==> src/rtl/cic_comb_sched_if.sv <==
// Sample-in / result-out bundle of the CIC comb scheduler: integrator samples,
// synchronous flush, comb results and status flags.
interface cic_comb_sched_if #(
  parameter int WIDTH = 32
);
  logic             clr;
  logic             in_valid;
  logic [WIDTH-1:0] in_data;
  logic             out_valid;
  logic [WIDTH-1:0] out_data;
  logic             busy;
  logic             overrun;

  modport master (
    output clr, in_valid, in_data,
    input  out_valid, out_data, busy, overrun
  );

  modport slave (
    input  clr, in_valid, in_data,
    output out_valid, out_data, busy, overrun
  );
endinterface

==> src/rtl/cic_comb_sched.sv <==
// Decimating CIC comb section: one shared subtractor walks all comb stages,
// one stage per clock, after every DECIM-th integrator sample.
module cic_comb_sched #(
  parameter int WIDTH  = 32,
  parameter int STAGES = 4,
  parameter int DECIM  = 64
) (
  input  logic            clk,
  input  logic            rst,
  cic_comb_sched_if.slave bus
);
  localparam int DEC_W = $clog2(DECIM);
  localparam int STG_W = (STAGES > 1) ? $clog2(STAGES) : 1;
  // Delay memory is padded to a power of two so stg_q indexes it exactly.
  localparam int DLY_N = 1 << STG_W;

  localparam logic [DEC_W-1:0] DEC_LAST = DEC_W'(DECIM - 1);
  localparam logic [STG_W-1:0] STG_LAST = STG_W'(STAGES - 1);
  localparam logic [DEC_W-1:0] DEC_ZERO = {DEC_W{1'b0}};
  localparam logic [DEC_W-1:0] DEC_ONE  = {{(DEC_W-1){1'b0}}, 1'b1};
  localparam logic [STG_W-1:0] STG_ZERO = {STG_W{1'b0}};
  localparam logic [STG_W-1:0] STG_ONE  = {{(STG_W-1){1'b0}}, 1'b1};
  localparam logic [WIDTH-1:0] DAT_ZERO = {WIDTH{1'b0}};

  typedef enum logic [0:0] {
    IDLE = 1'b0,
    RUN  = 1'b1
  } state_t;

  state_t           state_q, state_d;
  logic [DEC_W-1:0] dec_cnt_q, dec_cnt_d;
  logic [STG_W-1:0] stg_q, stg_d;
  logic [WIDTH-1:0] acc_q, acc_d;
  logic [WIDTH-1:0] dly_q [DLY_N];
  logic [WIDTH-1:0] dly_d [DLY_N];
  logic             out_valid_q, out_valid_d;
  logic [WIDTH-1:0] out_data_q, out_data_d;
  logic             busy_q, busy_d;
  logic             overrun_q, overrun_d;

  logic             capture_s;
  logic [WIDTH-1:0] diff_s;

  assign capture_s = bus.in_valid && (dec_cnt_q == DEC_LAST);
  assign diff_s    = acc_q - dly_q[stg_q];

  // Next-state logic: decimation counter, stage sequencer and shared subtractor.
  always_comb begin
    state_d     = state_q;
    dec_cnt_d   = dec_cnt_q;
    stg_d       = stg_q;
    acc_d       = acc_q;
    dly_d       = dly_q;
    out_valid_d = 1'b0;
    out_data_d  = out_data_q;
    overrun_d   = overrun_q;

    if (bus.clr) begin
      state_d    = IDLE;
      dec_cnt_d  = DEC_ZERO;
      stg_d      = STG_ZERO;
      acc_d      = DAT_ZERO;
      out_data_d = DAT_ZERO;
      overrun_d  = 1'b0;
      for (int i = 0; i < DLY_N; i++) begin
        dly_d[i] = DAT_ZERO;
      end
    end else begin
      if (bus.in_valid) begin
        dec_cnt_d = capture_s ? DEC_ZERO : (dec_cnt_q + DEC_ONE);
      end else begin
        dec_cnt_d = dec_cnt_q;
      end

      case (state_q)
        IDLE: begin
          if (capture_s) begin
            acc_d   = bus.in_data;
            stg_d   = STG_ZERO;
            state_d = RUN;
          end else begin
            state_d = IDLE;
          end
        end
        RUN: begin
          acc_d        = diff_s;
          dly_d[stg_q] = acc_q;
          if (stg_q == STG_LAST) begin
            out_data_d  = diff_s;
            out_valid_d = 1'b1;
            stg_d       = STG_ZERO;
            // A capture on the final stage starts the next sample without a gap.
            if (capture_s) begin
              acc_d   = bus.in_data;
              state_d = RUN;
            end else begin
              state_d = IDLE;
            end
          end else begin
            stg_d = stg_q + STG_ONE;
            if (capture_s) begin
              overrun_d = 1'b1;
            end else begin
              overrun_d = overrun_q;
            end
          end
        end
        default: begin
          state_d = IDLE;
          stg_d   = STG_ZERO;
        end
      endcase
    end

    busy_d = (state_d == RUN);
  end

  // State and output registers.
  always_ff @(posedge clk or negedge rst) begin
    if (!rst) begin
      state_q     <= IDLE;
      dec_cnt_q   <= DEC_ZERO;
      stg_q       <= STG_ZERO;
      acc_q       <= DAT_ZERO;
      out_valid_q <= 1'b0;
      out_data_q  <= DAT_ZERO;
      busy_q      <= 1'b0;
      overrun_q   <= 1'b0;
      for (int i = 0; i < DLY_N; i++) begin
        dly_q[i] <= DAT_ZERO;
      end
    end else begin
      state_q     <= state_d;
      dec_cnt_q   <= dec_cnt_d;
      stg_q       <= stg_d;
      acc_q       <= acc_d;
      out_valid_q <= out_valid_d;
      out_data_q  <= out_data_d;
      busy_q      <= busy_d;
      overrun_q   <= overrun_d;
      dly_q       <= dly_d;
    end
  end

  assign bus.out_valid = out_valid_q;
  assign bus.out_data  = out_data_q;
  assign bus.busy      = busy_q;
  assign bus.overrun   = overrun_q;
endmodule

==> src/flat_wrapper.sv <==
// flat-port wrapper written by rule: the top's interface ports become plain ports
module cic_comb_sched_flat 
#(
  parameter int WIDTH  = 32,
  parameter int STAGES = 4,
  parameter int DECIM  = 64
)
  (clk, rst, bus_clr, bus_in_valid, bus_in_data, bus_out_valid, bus_out_data, bus_busy, bus_overrun);
  cic_comb_sched_if #(.WIDTH(WIDTH)) bus_i ();
  input  logic clk;
  input  logic rst;
  input wire logic [$bits(bus_i.clr)-1:0] bus_clr;
  input wire logic [$bits(bus_i.in_valid)-1:0] bus_in_valid;
  input wire logic [$bits(bus_i.in_data)-1:0] bus_in_data;
  output wire logic [$bits(bus_i.out_valid)-1:0] bus_out_valid;
  output wire logic [$bits(bus_i.out_data)-1:0] bus_out_data;
  output wire logic [$bits(bus_i.busy)-1:0] bus_busy;
  output wire logic [$bits(bus_i.overrun)-1:0] bus_overrun;
  assign bus_i.clr = bus_clr;
  assign bus_i.in_valid = bus_in_valid;
  assign bus_i.in_data = bus_in_data;
  assign bus_out_valid = bus_i.out_valid;
  assign bus_out_data = bus_i.out_data;
  assign bus_busy = bus_i.busy;
  assign bus_overrun = bus_i.overrun;
  cic_comb_sched #(.WIDTH(WIDTH), .STAGES(STAGES), .DECIM(DECIM)) u_core (.clk(clk), .rst(rst), .bus(bus_i));
endmodule
==> config.mk <==
export PLATFORM = sky130hd
export DESIGN_NAME = cic_comb_sched_flat
export DESIGN_NICKNAME = d
export VERILOG_FILES = /design/src/rtl/cic_comb_sched_if.sv /design/src/rtl/cic_comb_sched.sv /design/src/flat_wrapper.sv
export SDC_FILE = /design/constraint.sdc
export NUM_CORES = 1
export LEC_CHECK = 0
export BUFFER_PORTS_ARGS = -buffer_cell sky130_fd_sc_hd__buf_2
export CAP_MARGIN = 0
export CORE_MARGIN = 3
export CORE_UTILIZATION = 50
export DETAILED_ROUTE_END_ITERATION = 10
export PLACE_DENSITY = 0.68
export REMOVE_ABC_BUFFERS = 1
export SETUP_SLACK_MARGIN = 0.15
export SLEW_MARGIN = 20
export SYNTH_ARGS = -nofsm -noshare
export SYNTH_HDL_FRONTEND = slang
export SYNTH_SLANG_ARGS = --single-unit
==> constraint.sdc <==
create_clock -name clk -period 9.53 [get_ports clk]
set_clock_uncertainty 0.15 [all_clocks]
set_input_delay 0.4765 -clock clk [delete_from_list [all_inputs] [get_ports clk]]
set_output_delay 0.4765 -clock clk [all_outputs]
set_load 0.02 [all_outputs]
Word level (Yosys, flattened, before mapping)
Cells that the tools add are included.
- logic and storage cells: 64
- bits of input ports: 36
- register bits after elaboration: 203
- output and inout bits: 35
- muxes and demuxes: 34
- add/subtract/negate cells: 3
- reductions and logical operators: 8
- $lt $le $gt $ge: 2
- bitwise logic cells: 2
- equal/unequal tests: 4
- operator list (operator ; number):
    two-way mux 32 bit ; 10
    two-way mux 128 bit ; 2
    bitwise mux 128 bit ; 1
    binary-select mux 32 bit (select 2 bit) ; 1
    demux 32 bit (select 2 bit) ; 1
    one-hot mux 32 bit (2 select lines) ; 1
    subtractor 32 bit ; 1
    two-way mux 6 bit ; 3
    two-way mux 1 bit ; 10
    nonzero test 2 bit ; 4
    adder 6 x 1 -> 6 bit, second input constant ; 1
    equality test 6 bit, second input constant ; 1
    two-way mux 2 bit ; 3
    one-hot mux 2 bit (2 select lines) ; 1
    greater-or-equal comparator 3 bit, second input constant ; 1
    < comparator 3 x 1 -> 1 bit, second input constant ; 1
    != test 3 x 2 -> 1 bit, second input constant ; 1
    NOT 2 -> 3 bit ; 1
    AND reduction 3 bit ; 1
    adder 2 x 1 -> 2 bit, second input constant ; 1
    equality test 2 bit, second input constant ; 1
    logical AND 1 bit ; 2
    != test 2 bit, second input constant ; 1
    one-hot mux 1 bit (2 select lines) ; 1
    other kinds (2) ; 2

Logic depth before layout (Yosys ltp)
- word-level depth: 9
- depth in mapped cells: 14
- depth with buffers taken out: 11

Worst setup path after synthesis
No wires, ideal clock.
- path type: register -> register
- from: reg u_core.stg_q[0]
- to: reg u_core.acc_q[28]
- period minus slack after synthesis: 3.776 ns
- path buffers: 2
- arrival: 3.498 ns
- library setup time: 0.127 ns
- cell stages (with the launch flop): 14
- setup slack: 5.754 ns
- data required time: 9.253 ns
- cells stage by stage: dfrtp_1 -> buf_2 -> buf_1 -> mux4_2 -> ha_1 -> fa_1 -> nand3b_1 -> a21oi_2 -> o21ai_0 -> a21oi_1 -> o221ai_1 -> xnor2_1 -> a222oi_1 -> inv_1
- cells in the longest elaborated chain, start to end: 9
- elaborated cells between the ends (all ways): 10
- classes of those cells: 1 x add/sub; 1 x eq/ne; 7 x mux; 1 x bitwise
- ends and longest elaborated chain (what ; RTL line ; RTL):
    from (decl) ; cic_comb_sched.sv:32 ; logic [STG_W-1:0] stg_q, stg_d;
    from (signal assigned) ; cic_comb_sched.sv:135 ; stg_q <= stg_d;
    NOT 2 -> 3 bit (implied by the code) ; cic_comb_sched.sv:45 ; assign diff_s = acc_q - dly_q[stg_q];
    binary-select mux 32 bit (select 2 bit) ; cic_comb_sched.sv:45 ;
    two-way mux 32 bit (implied by the code) (2 in series) ; cic_comb_sched.sv:45 ;
    subtractor 32 bit ; cic_comb_sched.sv:45 ;
    two-way mux 32 bit ; cic_comb_sched.sv:93 ; if (capture_s) begin
    two-way mux 32 bit (*) ; cic_comb_sched.sv:88 ; if (stg_q == STG_LAST) begin
    one-hot mux 32 bit (2 select lines) (*) ; cic_comb_sched.sv:75 ; case (state_q)
    two-way mux 32 bit (*) ; cic_comb_sched.sv:58 ; if (bus.clr) begin
    to (signal assigned) ; cic_comb_sched.sv:124 ; acc_q <= DAT_ZERO;
    to (signal assigned) ; cic_comb_sched.sv:136 ; acc_q <= acc_d;
    to (decl) ; cic_comb_sched.sv:33 ; logic [WIDTH-1:0] acc_q, acc_d;
Mark *: on every way between the ends. The rest lies on a longest branch, timed or not. The select of a mux whose other input is x is not followed.
A chain may end at the register's enable or synchronous reset.

Worst setup path after layout
Same ends and word-level chain as after synthesis.

==> impl_summary.md <==
Floorplanning
71 I/O pins were placed. The die covers 24230 um2. The floorplan has 54 rows.

Measured along the y axis, the die boundary spans 155.7 um. The starting density of the core is 0.5117. The floorplan step set the die width to 155.7 um. The core region is 21890 um2.

Routing
Summing over every cut layer, the via total after detailed routing is 9475. The violation count after the first detailed-route iteration is 805. After detailed routing, the number of vias per cell comes to 5.993. The number of iterations in the first detailed-routing pass is 5.

For this run, design rule violations remaining after detail routing come to 0. The count of antenna-violating nets left after detailed routing is 0. The wire length reported by the detailed router is 31960 um.

The routed wirelength normalized by instance count is 20.22 um.

Layout
Leaving out fill and tap cells, the most frequent cell in the layout is nand2_1. The count of nets after finishing is 1364. The count of inserted antenna diode cells is 0. The share of post-route cells with drive strength above 1 is 0.1514. The top cell types in the final layout, fill and taps aside, are nand2_1 (331), dfrtp_1 (202), a21oi_1 (191). The area overhead of the layout relative to synthesis is 11.73%.

Power
The power per standard cell area is 146.8 nW/um2. The leakage component of the power is 5.475 nW. The maximum resistive drop on vdd is 0.1312 mV.

Synth
In this run the cell area of the synthesized design comes to 11200 um2. The most frequently used flop master after synthesis is dfrtp_1. The number of warning messages in the yosys log is 0. After synthesis the netlist holds a flip-flop and latch count of 203.

Counting flops with a built-in enable in the synthesized netlist gives 0. The count of cell types in the netlist is 68. The share of the Yosys chip area taken by registers is 0.4535.

Sorting the synthesized cells by area gives the leading types as dfrtp_1 (45%), nand2_1 (11%), a21oi_1 (8.5%). Of all cell types, the one taking the most synthesized area is dfrtp_1. Averaged over all synthesized cells, the footprint is 8.939 um2. The post-synthesis async set-or-reset flop share is 1.000. The portion of synthesized cell area occupied by the leading cell type is 0.4535. Synthesis produced a netlist whose cell count is 1253.

STA
The share of the clock period used by the worst path is 0.4462. The clock period minus worst slack is 4252 ps. The number of max-slew violations in the final report was 0. In the post-route analysis, the smallest setup slack over all paths is 5278 ps. The setup violation total in the final timing report is 0. In the final timing run, aggregate negative setup slack is 0 ps. The highest clock rate is 0.2352 GHz. The count of final hold-check violations is 0. The worst pin sits at a relative slew slack of 0.3495. At the pin with the least slew margin, the transition time is 969.2 ps. Setup repair after global routing left no endpoint under its margin.

Worst setup path
Counting both buffers and inverters, the worst setup path holds a total of 2. By startpoint and endpoint, the worst setup path is classified as flip-flop to flip-flop. Data on the critical path is required at its endpoint by 9780 ps. The library cell contributing the largest single delay on the critical path is dfrtp_2.

Data on the critical path arrives at its endpoint at 4500 ps. The worst setup path is launched from a flip-flop. The worst setup path is captured at a flip-flop. The critical path goes through buf_4 -> mux4_2 -> ha_1 -> fa_1 -> nand3b_1 -> a21oi_2 -> o21ai_0 -> a21oi_1 -> o221ai_1 -> xnor2_1 -> a222oi_1 -> inv_1.

Of all nets on the critical path, the largest fanout is 25. For this run, the slowest stage of the critical path takes 680 ps. The cell family with the largest share of critical-path delay is compound AO/OA/AOI/OAI gates.

Global routing
The first global-routing pass estimated 50890 um of wire. The via count of the first global-routing pass is 9428. The initial antenna violation count is 0. For this run, global-route usage on met3 was measured as 0.04438. The highest-utilization routing layer at the global route stage is met2.

For this run, global-route usage on met1 was measured as 0.3777. The total routing usage reported by global routing is 0.2626. Entering global routing, the biggest net connects 78 pins. The aggregate global routing overflow is 0. The met2 routing resource usage after global routing is 0.4087.

Place
The quantity of I/O buffers inserted on ports is 70. The wire-length estimate of the detail-placed layout is 20270 um. The final estimated routing congestion in global placement is 0.9428. Before CTS, the worst setup slack after placement is 5283 ps.

CTS
The clock latency reported for the late side of the worst-skew pair is 520 ps. The CTS tree is built. In this run the number of H-tree levels came out at 1.

The maximum clock insertion buffer count is 3. Clock-pin slew was measured on the worst setup and hold paths at 60 ps. The cell sitting at the root of the clock tree is a clkbuf_16. The number of buffers created by CTS is 24. Once the clock tree was built, the resizer swapped 0 gates to a different size. Clock tree synthesis found a total of 203 sinks.

Worst hold path
The min-delay analysis places its worst path in the category input pin to flip-flop.

Job
The tool flagged a number of max-cap violations equal to 0.

Run status
The flow ran to the end, and the final reports show no timing, DRC or antenna violations.
-- kinds of logic after synthesis --
kind of cell | Yosys count | synth area share
buffers and inverters | 129 | 0.04714
XOR/XNOR | 34 | 0.02659
AND/OR/NAND/NOR | 483 | 0.1810
AO/OA/AOI/OAI | 322 | 0.1720
multiplexers | 37 | 0.06881
flip-flops | 203 | 0.4535
adder cells (fa/ha/maj) | 45 | 0.05094
-- timing repair --
action | CTS | global route
hold endpoints to repair | 63 | 0
buffers inserted | 0 | 0
hold buffers | 1 | 0
-- layout make-up --
cell class | count | area [um2]
clock buffers | 34 | 729.5
clock inverters | 10 | 77.57
fillers | 1999 | 9376
inverters | 46 | 172.7
multi-input cells | 921 | 5608
flip-flops and latches | 203 | 5081
well taps | 280 | 350.3
repair buffers | 87 | 495.5
-- final timing paths --
check	start	to	slack, ps	cells past startpoint
max	u_core.stg_q[0]	u_core.acc_q[28]	5280	12
min	bus_in_data[15]	u_core.acc_q[15]	30	3
max reg2reg	u_core.stg_q[0]	u_core.acc_q[28]	5280	12
min reg2reg	u_core.bus.overrun	u_core.bus.overrun	350	2
max in group asynchronous	rst	u_core.dly_q[0]	7530	3
min in group asynchronous	rst	u_core.dly_q[94]	360	2
-- Yosys cell counts, drive strengths merged, types with 2 or more instances --
cell     number
a2111oi       7
a211oi        5
a21o          8
a21oi       196
a222oi        3
a22oi         9
a31o          2
a31oi         3
a32oi         6
a41oi         2
and2          9
and3          2
and4          2
buf          25
clkbuf       58
dfrtp       203
ha           44
inv          45
mux2i         5
mux4         32
nand2       335
nand2b        4
nand3        15
nand3b        3
nand4        11
nor2         63
nor2b         2
nor3         28
nor4          2
o2111ai       2
o211ai        7
o21a          4
o21ai        52
o21bai        6
o311ai        2
or3           2
or4           3
xnor2        16
xor2         18
-- worst min-delay path, delay by kind of cell --
kind / cells / cell delay [ps]
buffers and inverters: 1 / 80
AO/OA/AOI/OAI: 2 / 110
-- metal layers --
layer	wire (um)	vias to the layer above
met5	0	-
met4	975	0
met3	2411	75
met2	14680	395
met1	13890	4639
li1	-	4366
-- through the flow --
| step | instance area [um2] | util | instances | power, mW | hold slack (ps) |
|---|---|---|---|---|---|
| 6_report | 12510 | 0.5717 | 1581 | 1.838 | 30.27 |
| 5_1_grt | 12510 | 0.5717 | 1581 | 1.890 | 50.95 |
| 4_1_cts | 12510 | 0.5717 | 1581 | 1.851 | 27.84 |
| 3_5_place_dp | 11700 | 0.5344 | 1536 | 0.9275 | 336.1 |
| 3_3_place_gp | 11700 | 0.5344 | 1536 | 0.9274 | 327.2 |
| 2_1_floorplan | 10850 | - | 1170 | 0.8838 | 30.91 |
-- power by group --
group / switching [mW] / internal [mW]
registers: 0.000562 / 0.863
clock network: 0.368 / 0.558
logic: 0.0382 / 0.00967
-- sequential cells by signal, indices dropped and copies added (netlist names) --
register,count
u_core.bus.out_valid,1
u_core.acc_q,32
u_core.dly_q,128
u_core.bus.overrun,1
u_core.state_q,1
u_core.dec_cnt_q,6
u_core.bus.out_data,32
u_core.stg_q,2
No activity file was read; power rests on OpenSTA's default activity.
